<file path="src/rtl/proc_pkg.sv">
// proc_pkg: shared opcodes, instruction fields and FSM encoding for the 4-bit execute path
package proc_pkg;
  localparam logic [3:0] OP_LDI = 4'b0000;
  localparam logic [3:0] OP_ADD = 4'b0001;
  localparam logic [3:0] OP_SUB = 4'b0011;
  localparam logic [3:0] OP_MUL = 4'b0111;
  localparam logic [3:0] OP_NAND = 4'b1000;
  localparam logic [3:0] OP_NOR = 4'b1001;
  localparam logic [3:0] OP_XOR = 4'b1011;
  localparam logic [3:0] OP_CLR0 = 4'b1100;
  localparam logic [3:0] OP_CLR1 = 4'b1110;
  localparam logic [3:0] OP_CLR2 = 4'b1111;
  localparam logic [3:0] SEL_IDLE = 4'b1111;
  localparam int OP_HI = 11;
  localparam int OP_LO = 8;
  localparam int RD_HI = 7;
  localparam int RD_LO = 6;
  localparam int RS_HI = 5;
  localparam int RS_LO = 4;
  localparam int IMM_HI = 3;
  localparam int IMM_LO = 0;
  typedef enum logic [1:0] {IDLE, EXEC, WB} state_t;
  function automatic logic is_clr(input logic [3:0] op);
    return op inside {OP_CLR0, OP_CLR1, OP_CLR2};
  endfunction
  function automatic logic is_legal(input logic [3:0] op);
    return is_clr(op) || op inside {OP_LDI, OP_ADD, OP_SUB, OP_MUL, OP_NAND, OP_NOR, OP_XOR};
  endfunction
endpackage

</file>
<file path="src/rtl/exec_sequencer_if.sv">
// exec_sequencer_if: instruction handshake plus ALU operand/result bus
interface exec_sequencer_if;
  logic [11:0] instr;
  logic instr_valid;
  logic instr_ready;
  logic [3:0] alu_a;
  logic [3:0] alu_b;
  logic [3:0] alu_sel;
  logic [3:0] alu_f3;
  logic [3:0] alu_f4;
  logic alu_c;
  logic alu_v;
  modport slave(input instr, instr_valid, alu_f3, alu_f4, alu_c, alu_v, output instr_ready, alu_a, alu_b, alu_sel);
  modport master(output instr, instr_valid, alu_f3, alu_f4, alu_c, alu_v, input instr_ready, alu_a, alu_b, alu_sel);
endinterface

</file>
<file path="src/rtl/reg_file_4x4.sv">
// reg_file_4x4: 4x4-bit register file, two async read ports, debug read, two sync write ports
module reg_file_4x4 (
  input  logic       clk,
  input  logic       rst,
  input  logic [1:0] ra_idx,
  input  logic [1:0] rb_idx,
  input  logic [1:0] dbg_idx,
  output logic [3:0] ra,
  output logic [3:0] rb,
  output logic [3:0] dbg,
  input  logic       we0,
  input  logic [1:0] wa0,
  input  logic [3:0] wd0,
  input  logic       we1,
  input  logic [1:0] wa1,
  input  logic [3:0] wd1
);
  logic [3:0] r [4];
  assign ra = r[ra_idx];
  assign rb = r[rb_idx];
  assign dbg = r[dbg_idx];
  always_ff @(posedge clk)
    if (rst) begin
      for (int i = 0; i < 4; i++) r[i] <= '0;
    end else begin
      if (we0) r[wa0] <= wd0;
      if (we1) r[wa1] <= wd1;
    end
endmodule

</file>
<file path="src/rtl/exec_sequencer.sv">
// exec_sequencer: IDLE/EXEC/WB controller driving the ALU and writing results back
module exec_sequencer
  import proc_pkg::*;
(
  input  logic             clk,
  input  logic             rst,
  exec_sequencer_if.slave  bus,
  output logic             flag_c,
  output logic             flag_v,
  output logic             flag_z,
  output logic             done,
  output logic             err,
  input  logic [1:0]       dbg_idx,
  output logic [3:0]       dbg_data
);
  state_t state;
  logic [3:0] op, imm, f3, f4, wd0;
  logic [1:0] rd, rs;
  logic c, v, legal, arith, we0, we1;
  assign legal = is_legal(op);
  assign arith = op == OP_ADD || op == OP_SUB;
  assign bus.instr_ready = state == IDLE;
  assign bus.alu_sel = (state == EXEC && legal && op != OP_LDI) ? op : SEL_IDLE;
  assign we0 = state == WB && legal;
  assign we1 = state == WB && op == OP_MUL;
  assign wd0 = is_clr(op) ? 4'd0 : op == OP_LDI ? imm : f3;
  reg_file_4x4 u_rf (
    .clk(clk), .rst(rst),
    .ra_idx(rd), .rb_idx(rs), .dbg_idx(dbg_idx),
    .ra(bus.alu_a), .rb(bus.alu_b), .dbg(dbg_data),
    .we0(we0), .wa0(rd), .wd0(wd0),
    .we1(we1), .wa1(rd + 2'd1), .wd1(f4)
  );
  always_ff @(posedge clk)
    if (rst) begin
      state <= IDLE;
      {op, rd, rs, imm, f3, f4, c, v} <= '0;
      {flag_c, flag_v, flag_z} <= 3'b001;
      {done, err} <= 2'b00;
    end else begin
      done <= state == WB;
      err <= state == WB && !legal;
      if (state == IDLE && bus.instr_valid) begin
        op <= bus.instr[OP_HI:OP_LO];
        rd <= bus.instr[RD_HI:RD_LO];
        rs <= bus.instr[RS_HI:RS_LO];
        imm <= bus.instr[IMM_HI:IMM_LO];
        state <= EXEC;
      end else if (state == EXEC) begin
        {f4, f3, c, v} <= {bus.alu_f4, bus.alu_f3, bus.alu_c, bus.alu_v};
        state <= WB;
      end else if (state == WB) begin
        state <= IDLE;
        if (legal)
          flag_z <= op == OP_LDI ? imm == 4'd0 : is_clr(op) ? 1'b1 : op == OP_MUL ? {f4, f3} == 8'd0 : f3 == 4'd0;
        if (legal && op != OP_LDI) begin
          flag_c <= arith && c;
          flag_v <= arith && v;
        end
      end
    end
endmodule
</file>
<file path="src/flat_wrapper.sv">
// flat-port wrapper written by rule: the top's interface ports become plain ports
module exec_sequencer_flat import proc_pkg::*;
  (clk, rst, flag_c, flag_v, flag_z, done, err, dbg_idx, dbg_data, bus_instr, bus_instr_valid, bus_alu_f3, bus_alu_f4, bus_alu_c, bus_alu_v, bus_instr_ready, bus_alu_a, bus_alu_b, bus_alu_sel);
  exec_sequencer_if bus_i ();
  input  logic clk;
  input  logic rst;
  output logic flag_c;
  output logic flag_v;
  output logic flag_z;
  output logic done;
  output logic err;
  input  logic [1:0] dbg_idx;
  output logic [3:0] dbg_data;
  input wire logic [$bits(bus_i.instr)-1:0] bus_instr;
  input wire logic [$bits(bus_i.instr_valid)-1:0] bus_instr_valid;
  input wire logic [$bits(bus_i.alu_f3)-1:0] bus_alu_f3;
  input wire logic [$bits(bus_i.alu_f4)-1:0] bus_alu_f4;
  input wire logic [$bits(bus_i.alu_c)-1:0] bus_alu_c;
  input wire logic [$bits(bus_i.alu_v)-1:0] bus_alu_v;
  output wire logic [$bits(bus_i.instr_ready)-1:0] bus_instr_ready;
  output wire logic [$bits(bus_i.alu_a)-1:0] bus_alu_a;
  output wire logic [$bits(bus_i.alu_b)-1:0] bus_alu_b;
  output wire logic [$bits(bus_i.alu_sel)-1:0] bus_alu_sel;
  assign bus_i.instr = bus_instr;
  assign bus_i.instr_valid = bus_instr_valid;
  assign bus_i.alu_f3 = bus_alu_f3;
  assign bus_i.alu_f4 = bus_alu_f4;
  assign bus_i.alu_c = bus_alu_c;
  assign bus_i.alu_v = bus_alu_v;
  assign bus_instr_ready = bus_i.instr_ready;
  assign bus_alu_a = bus_i.alu_a;
  assign bus_alu_b = bus_i.alu_b;
  assign bus_alu_sel = bus_i.alu_sel;
  exec_sequencer u_core (.clk(clk), .rst(rst), .bus(bus_i), .flag_c(flag_c), .flag_v(flag_v), .flag_z(flag_z), .done(done), .err(err), .dbg_idx(dbg_idx), .dbg_data(dbg_data));
endmodule
</file>
<file path="config.mk">
export PLATFORM = sky130hd
export DESIGN_NAME = exec_sequencer_flat
export DESIGN_NICKNAME = d
export VERILOG_FILES = /design/src/rtl/proc_pkg.sv /design/src/rtl/exec_sequencer_if.sv /design/src/rtl/reg_file_4x4.sv /design/src/rtl/exec_sequencer.sv /design/src/flat_wrapper.sv
export SDC_FILE = /design/constraint.sdc
export NUM_CORES = 1
export LEC_CHECK = 0
export CAP_MARGIN = 25
export CELL_PAD_IN_SITES_DETAIL_PLACEMENT = 1
export CELL_PAD_IN_SITES_GLOBAL_PLACEMENT = 1
export CORE_MARGIN = 8
export CORE_UTILIZATION = 40
export DETAILED_ROUTE_END_ITERATION = 8
export PLACE_DENSITY = 0.8
export SYNTH_ARGS = -nofsm -noshare
export SYNTH_HDL_FRONTEND = slang
export SYNTH_SLANG_ARGS = --single-unit
</file>
<file path="constraint.sdc">
create_clock -name clk -period 4.6 [get_ports clk]
set_clock_uncertainty 0.1 [all_clocks]
set_input_delay 0.92 -clock clk [delete_from_list [all_inputs] [get_ports clk]]
set_output_delay 0.92 -clock clk [all_outputs]
set_load 0.02 [all_outputs]
</file>
* After elaboration in Yosys (flattened, before gate mapping) *
Memories as Yosys holds them, arrays and structs flattened. A register that Yosys moved wholly into a read port is not among the register bits.
Index checks and enable logic that the tools add are counted.

cells by class
  add/subtract/negate cells = 1
  equal/unequal tests = 11
  mux-type cells = 27
  bitwise gates (word level) = 2
  reduce and logical (&&, ||, !) cells = 28

operator list
  cell                 number
  $eq 4x4->1 const B   6
  $mux 4               5
  $mux 2               8
  $mux 1               14
  $logic_not 4->1      3
  $logic_and 1x1->1    9
  $logic_not 8->1      1
  $reduce_and 4->1     2
  $reduce_or 4->1      2
  $reduce_bool 7->1    1
  $reduce_bool 3->1    2
  $eq 4x1->1 const B   1
  $eq 4x2->1 const B   1
  $eq 4x3->1 const B   1
  $reduce_bool 4->1    1
  $add 2x1->2 const B  1
  $eq 2x1->1 const B   1
  $eq 2x2->1 const B   1
  $logic_not 2->1      1
  $logic_or 1x1->1     2
  $not 1->1            2
  $reduce_and 2->1     1
  $reduce_bool 2->1    1
  $reduce_or 2->1      1
  $logic_not 1->1      1

word-level totals
  bits in registers = 29
  memory bits (writable) = 16
  output and inout port bits = 22
  word-level logic and storage cells = 85
  memories kept = 1

memory list
  memory         words  bits a word  read ports  clocked after memory_dff  write ports  RTL line            RTL
  u_core.u_rf.r  4      4            3           2                         4            reg_file_4x4.sv:18  logic [3:0] r [4];

* Logic depth before layout (Yosys ltp) *
Gate-level depths: netlist (run 1).

  depth after elaboration = 9
  depth in mapped cells = 6

* Modules after synthesis *
From an unflattened synthesis (run 1), not the netlist that was laid out.

second synthesis, totals
  cells, all modules = 242
  area total of the unflattened synthesis = 2,509.9 µm²

modules (own cells, without submodules)
  module          times used  cells each  area an instance (µm²)  sequential area each (µm²)
  exec_sequencer  1           163         1,380.1                 580.6
  reg_file_4x4    1           79          1,129.8                 480.5

* Worst setup path after synthesis (run 1) *
Ideal clock, no wire load.

  path type = input port to output port
  start = in dbg_idx[0]
  end = out dbg_data[0]
  arrival = 1.466 ns
  setup slack = 2.114 ns
  stages on the path = 1
  buffers on the path = 0
  cells stage by stage = mux4_2

on the way
  longest elaborated chain between the ends = 1

ends and longest elaborated chain
  element          RTL line            RTL
  start, declared  flat_wrapper.sv:12  input logic [1:0] dbg_idx;
  $mem_v2 4x4      -
  end, declared    flat_wrapper.sv:13  output logic [3:0] dbg_data;

Every way passes these cells.

* Worst setup path after layout (run 1) *
Ends and elaborated chain as after synthesis.

==> results of run 1 <==
[logic make-up (layout without fill, tap and decap cells)]
family                     Yosys count  after routing  synth area share
adders and majority gates            3              3            0.0146
and+or+nand+nor                     93             93             0.194
AOI/OAI and AO/OA                   50             50             0.139
buffers and inverters               24             66            0.0429
muxes                               27             27             0.165
DFF                                 49             49             0.444
[cell usage after synthesis, types with 3 or more instances]
library cell / n / share of area
a21oi_1: 19 / 0.037
and3_1: 6 / 0.015
buf_2: 4 / 0.0078
clkbuf_1: 7 / 0.010
dfxtp_1: 33 / 0.26
edfxtp_1: 16 / 0.19
ha_1: 3 / 0.015
inv_1: 9 / 0.013
mux2i_1: 13 / 0.051
mux4_2: 12 / 0.11
nand2_1: 37 / 0.054
nand4_1: 6 / 0.015
nor2_1: 18 / 0.026
nor3_1: 3 / 0.0058
nor4_1: 4 / 0.0097
o21ai_0: 6 / 0.012
o2bb2ai_1: 3 / 0.010
or3_1: 4 / 0.0097
[per-layer routing]
metal	track usage	routed length, microns	share of wire
met1	0.185	2940	0.42
met3	0.0343	319	0.046
met5	0	0	0
met4	0.0384	52	0.0074
met2	0.295	3700	0.53
[power by group]
| group | leakage [nW] | switching [W] | internal [W] |
|---|---|---|---|
| Combinational | 0.675 | 0.0000919 | 0.0000925 |
| Clock | 0.0439 | 0.000137 | 0.000105 |
| Sequential | 0.435 | 0.0000363 | 0.000468 |
[tightest hold or removal path, stage by stage, from the launching register on]
cell and delay [ps]:
dfxtp_1 310, nand2_1 50, a21oi_1 70
[metrics by stage]
stage,setup slack (ps),instance area [sq um],std cells,util,hold WS (ps)
6_report,934,3160,365,0.504,371
5_1_grt,849,3160,365,0.504,398
4_1_cts,907,3160,365,0.504,375
3_5_place_dp,912,3080,357,0.490,364
3_3_place_gp,960,3080,357,0.490,346
2_1_floorplan,2110,2570,246,-,334
[state kept, by name, summed over array words and instances (netlist names), named ones only]
register and count:
u_core.f4 4, u_core.err 1, u_core.flag_v 1, u_core.u_rf.r 16, u_core.flag_z 1, u_core.v 1, u_core.rd 2, u_core.f3 4
u_core.rs 2, u_core.flag_c 1, u_core.c 1, u_core.state 2, u_core.op 4, u_core.done 1, u_core.imm 4
[area by class of cell]
| type | instances | area [sq um] |
|---|---|---|
| Clock buffer | 5 | 68.8 |
| Clock inverter | 3 | 17.5 |
| Fill cell | 689 | 3110 |
| Inverter | 9 | 33.8 |
| Multi-Input combinational cell | 173 | 1320 |
| Sequential cell | 49 | 1140 |
| Tap cell | 77 | 96.3 |
| Timing Repair Buffer | 49 | 488 |
[worst paths after layout]
| kind | from | end | slack, ps | cells after the start |
|---|---|---|---|---|
| max | dbg_idx[0] | dbg_data[0] | 930 | 3 |
| min | u_core.rs[0] | u_core.rs[0] | 370 | 2 |
| max reg2reg | u_core.op[1] | u_core.u_rf.r[1][3] | 2060 | 4 |
| min reg2reg | u_core.rs[0] | u_core.rs[0] | 370 | 2 |
==> key figures, run 1 <==
GRT
  • Largest net degree at the start of global routing: 32
  • Initial antenna violation count: 0
  • First-pass GRT wire length: 11.6 mm
  • Number of global-route vias before repair: 2320
  • Congestion Overflow GR: 0
  • Global-route usage over all layers: 0.161

Drt
  • Vias post-DR: 2081
  • Post-DRT Antenna Nets: 0
  • DRC viols: 0
  • Mean routed wirelength per cell: 19.2 microns
  • Drt first pass iters: 4
  • Via density per instance: 5.70
  • Initial DRC count: 86
  • Drt total wl: 7.01 mm

Clock network
  • # H-tree levels: 2
  • Number of buffers on the longest clock path: 2
  • Post-CTS Resized: 0
  • CTS clk-pin slew, worst paths: 80 ps
  • CTS Buf Count: 5
  • Post-CTS Setup Inserts: 0
  • TritonCTS clock tree: built
  • Count of hold buffers inserted by post-cts repair: 0
  • Clock Latency Late Sink: 300 ps
  • Clk root buf: clkbuf_8
  • CTS Sinks: 49

STA
  • Final Hold Vio Count: 0
  • F_max: 273 MHz
  • Tightest Pin Transition: 753 ps
  • TNS Setup: 0 ps
  • Slew HR: 0.498
  • Period utilization: 0.797
  • Max-slew violations: 0
  • # setup viols final: 0
  • Minimum clock period: 3670 ps
  • RSZ-0062 raised after global routing: no

Die
  • Core ar.: 6280 sq um
  • Die ar.: 9240 sq um
  • Die height: 96.1 microns
  • Initial Util: 0.409
  • Die width: 96.1 microns
  • Top Ports: 49
  • Rows: 29

Pwr
  • Cell leakage power: 1.15 nW
  • Pwr Density: 294 nW/um^2
  • Peak supply drop: 0.000162 V
  • Final Power: 0.000931 W

Setup path
  • Critical path required time: 3580 ps
  • Crit path top cell by count: clkdlybuf4s50_1
  • Max incr delay on CP: 630 ps
  • Slowest cell on crit path: clkdlybuf4s50_1
  • Critical path arrival: 2650 ps
  • Worst-path cell chain: clkdlybuf4s50_1, mux4_2, clkdlybuf4s50_1
  • Type of destination of the critical path: primary output
  • Critical path class: in -> out
  • Delay-heaviest family, CP: buffers and inverters
  • Crit start category: primary input
  • Crit Path Max Fanout: 4
  • CP bufs+invs: 2

Synthesis
  • Number of synthesized flops with an enable pin: 16
  • Flops & latches, synth: 49
  • Most used DFF post-synth: dfxtp_1
  • Gate Count Post-Synth: 246
  • Post-synthesis cell type count: 53
  • Synth Warn #: 0
  • Fraction of registers with async set/reset: 0
  • Post-synthesis sequential area ratio: 0.444
  • Synth Net Count: 276
  • Syn Std Cell Area: 2570 sq um
  • Avg Cell Area, Syn: 10.4 sq um

Place
  • IO Port Bufs: 48
  • Gpl congestion: 0.854
  • Post-DP HPWL: 5.49 mm

Hold path
  • Hold Crit Class: reg -> reg

Final layout
  • Commonest non-fill, non-tap cell in the layout: clkdlybuf4s50_1
  • Antenna cells: 0
  • Share of cells above drive strength 1: 0.122
  • Nets: 317
  • Most frequent cells in the layout: clkdlybuf4s50_1 (48), nand2_1 (37), dfxtp_1 (33)
  • Syn-to-layout area delta: 23.1%

Outcome
  • Outcome: completed

Job
  • Max_cap viols: 0
No activity file was read; power rests on OpenSTA's default activity.
==> run 2, diff against run 1 <==
- clock period: 4.6 -> 3.7 ns (I/O delays scaled with it)
==> run 2 against run 1 <==
Effect of this change:
- via count rose by 0.58%
- critical endpoint is now dbg_data[3]
- clock-buffer cell count rose by 1
- clock power rose by 66%
- final area rose by 2.0%
- total power rose by 36%
==> key figures, run 2 (synthesized netlist as in run 1, its figures left out) <==
Setup path
  • Crit path top cell by count: clkdlybuf4s50_1
  • Critical path required time: 2860 ps (-720 ps)
  • Crit start category: primary input
  • Critical path class: in -> out
  • Crit Path Max Fanout: 4 (unchanged)
  • Critical path arrival: 2460 ps (-190 ps)
  • Worst-path cell chain: clkdlybuf4s50_1, mux4_2, clkdlybuf4s50_1
  • Type of destination of the critical path: primary output
  • Max incr delay on CP: 630 ps (about the same)
  • Slowest cell on crit path: clkdlybuf4s50_1

Pwr
  • Psw: 0.000342 W (+29%)
  • Peak supply drop: 0.000145 V (-11%)
  • Clock power frac: 0.318 (+0.058)
  • P_int: 0.000920 W (+38%)
  • Comb pwr share: 0.191 (-0.007)
  • Reg power frac: 0.491 (-0.051)
  • Pwr Density: 391 nW/um^2 (+33%)
  • Switching Fraction: 0.271 (-0.0142)
  • Cell leakage power: 1.19 nW (+3.0%)

GRT
  • Initial antenna violation count: 0 (unchanged)
  • First-pass GRT wire length: 11.6 mm (+0.24%)
  • Largest net degree at the start of global routing: 27 (-16%)
  • Number of global-route vias before repair: 2200 (-5.2%)
  • Global-route usage over all layers: 0.161 (-0.000385)
  • Congestion Overflow GR: 0 (unchanged)

Clock network
  • Post-CTS Setup Inserts: 0 (unchanged)
  • CTS Buf Count: 5 (unchanged)
  • Number of buffers on the longest clock path: 2 (unchanged)
  • Clock Latency Late Sink: 300 ps (about the same)
  • CTS Sinks: 49 (unchanged)
  • Clk root buf: clkbuf_8
  • Post-CTS Resized: 0 (unchanged)
  • TritonCTS clock tree: built
  • CTS clk-pin slew, worst paths: 90 ps (about the same)
  • # H-tree levels: 2 (unchanged)
  • Count of hold buffers inserted by post-cts repair: 0 (unchanged)

STA
  • TNS Setup: 0 ps (unchanged)
  • Final Hold Vio Count: 0 (unchanged)
  • Minimum clock period: 3300 ps
  • Period utilization: 0.893
  • RSZ-0062 raised after global routing: no
  • # setup viols final: 0 (unchanged)
  • Slew HR: 0.585 (+0.0867)
  • Post-route setup slack: 397 ps (-537 ps)
  • Tightest Pin Transition: 622 ps (-131 ps)
  • F_max: 303 MHz
  • Max-slew violations: 0 (unchanged)

Drt
  • Via density per instance: 5.67 (-0.51%)
  • Post-DRT Antenna Nets: 0 (unchanged)
  • Vias post-DR: 2093 (+0.58%)
  • Drt first pass iters: 5 (+1)
  • Initial DRC count: 95 (+10%)
  • Drt total wl: 7.07 mm (+0.87%)
  • Mean routed wirelength per cell: 19.2 microns (-0.22%)
  • DRC viols: 0 (unchanged)

Place
  • IO Port Bufs: 48 (unchanged)
  • Placed insts: 361 (+1.1%)
  • Area after DPL: 3110 sq um (+0.98%)
  • Pre-CTS WS: 382 ps (-530 ps)
  • Post-DP HPWL: 5.57 mm (+1.4%)
  • Gpl congestion: 0.802 (-6.1%)

Final layout
  • Most frequent cells in the layout: clkdlybuf4s50_1 (48), nand2_1 (37), dfxtp_1 (33)
  • Nets: 321 (+1.3%)
  • Syn-to-layout area delta: 25.6%
  • Design Area, Final: 3230 sq um (+2.0%)
  • Commonest non-fill, non-tap cell in the layout: clkdlybuf4s50_1
  • Antenna cells: 0 (unchanged)
  • Share of cells above drive strength 1: 0.134 (+0.0120)
  • Top reg by flops: u_core.u_rf.r
  • Final Instance Count excl. Fillers: 369 (+1.1%)
  • Max FFs per register: 16 (unchanged)

Hold path
  • Hold Crit Class: reg -> reg

Die
  • Die height: 96.1 microns (unchanged)
  • Die width: 96.1 microns (unchanged)
  • Initial Util: 0.409 (unchanged)
  • Top Ports: 49 (unchanged)
  • Die ar.: 9240 sq um (unchanged)
  • Core ar.: 6280 sq um (unchanged)
  • Rows: 29 (unchanged)

Outcome
  • Outcome: completed

Job
  • Max_cap viols: 0 (unchanged)
run 2: changes by cell type in the layout (fill, tap and decap cells not counted), sizes merged:
cell / change
clkbuf: +1
buf: +4
bufinv: +1
clkinv: -2
run 2: per-layer routing:
layer / wire [microns] / track usage / vias up
li1: - / - / 1012
met1: 3070 / 0.197 / 1019
met2: 3590 / 0.284 / 56
met3: 340 / 0.0289 / 6
met4: 67 / 0.0371 / 0
met5: 0 / 0 / -
run 2: path summary, 6_finish.rpt:
path / startpoint / end / slack (ps) / depth (start not counted)
setup / recovery: dbg_idx[0] / dbg_data[3] / 400 / 3
hold / removal: u_core.rs[0] / u_core.rs[0] / 360 / 2
hold reg to reg: u_core.rs[0] / u_core.rs[0] / 360 / 2
setup reg to reg: u_core.state[0] / u_core.u_rf.r[1][3] / 1280 / 6
run 2: power groups by stage:
stage               sequential [W]  clock (W)  combinational, W
floorplan                 0.000613          0          0.000159
CTS                       0.000620   0.000412          0.000244
global route              0.000625   0.000425          0.000262
detailed placement        0.000632          0          0.000242
global placement          0.000629          0          0.000234
finish                    0.000620   0.000401          0.000241
run 2: worst max-delay path, delay by kind of cell:
kind                   cells  cell delay [ps]
buffers and inverters      2             1180
muxes                      1              540
run 2: through the flow:
step                hold slack (ps)  total power, W   util
floorplan                       334        0.000772      -
global placement                347        0.000863  0.495
detailed placement              351        0.000875  0.495
CTS                             364         0.00128  0.514
global route                    387         0.00131  0.514
finish                          360         0.00126  0.514
run 2: layout make-up:
cell class | instances | area, sq um
Clock buffer | 6 | 82.6
Clock inverter | 2 | 37.5
Fill cell | 689 | 3050
Inverter | 9 | 33.8
Multi-Input combinational cell | 173 | 1320
Sequential cell | 49 | 1140
Tap cell | 77 | 96.3
Timing Repair Buffer | 53 | 518
==> run 3, diff against run 2 <==
- SETUP_SLACK_MARGIN: unset -> 0.02
==> results of run 3 <==
No change in the layout: final DEF, timing and power equal those of run 2.
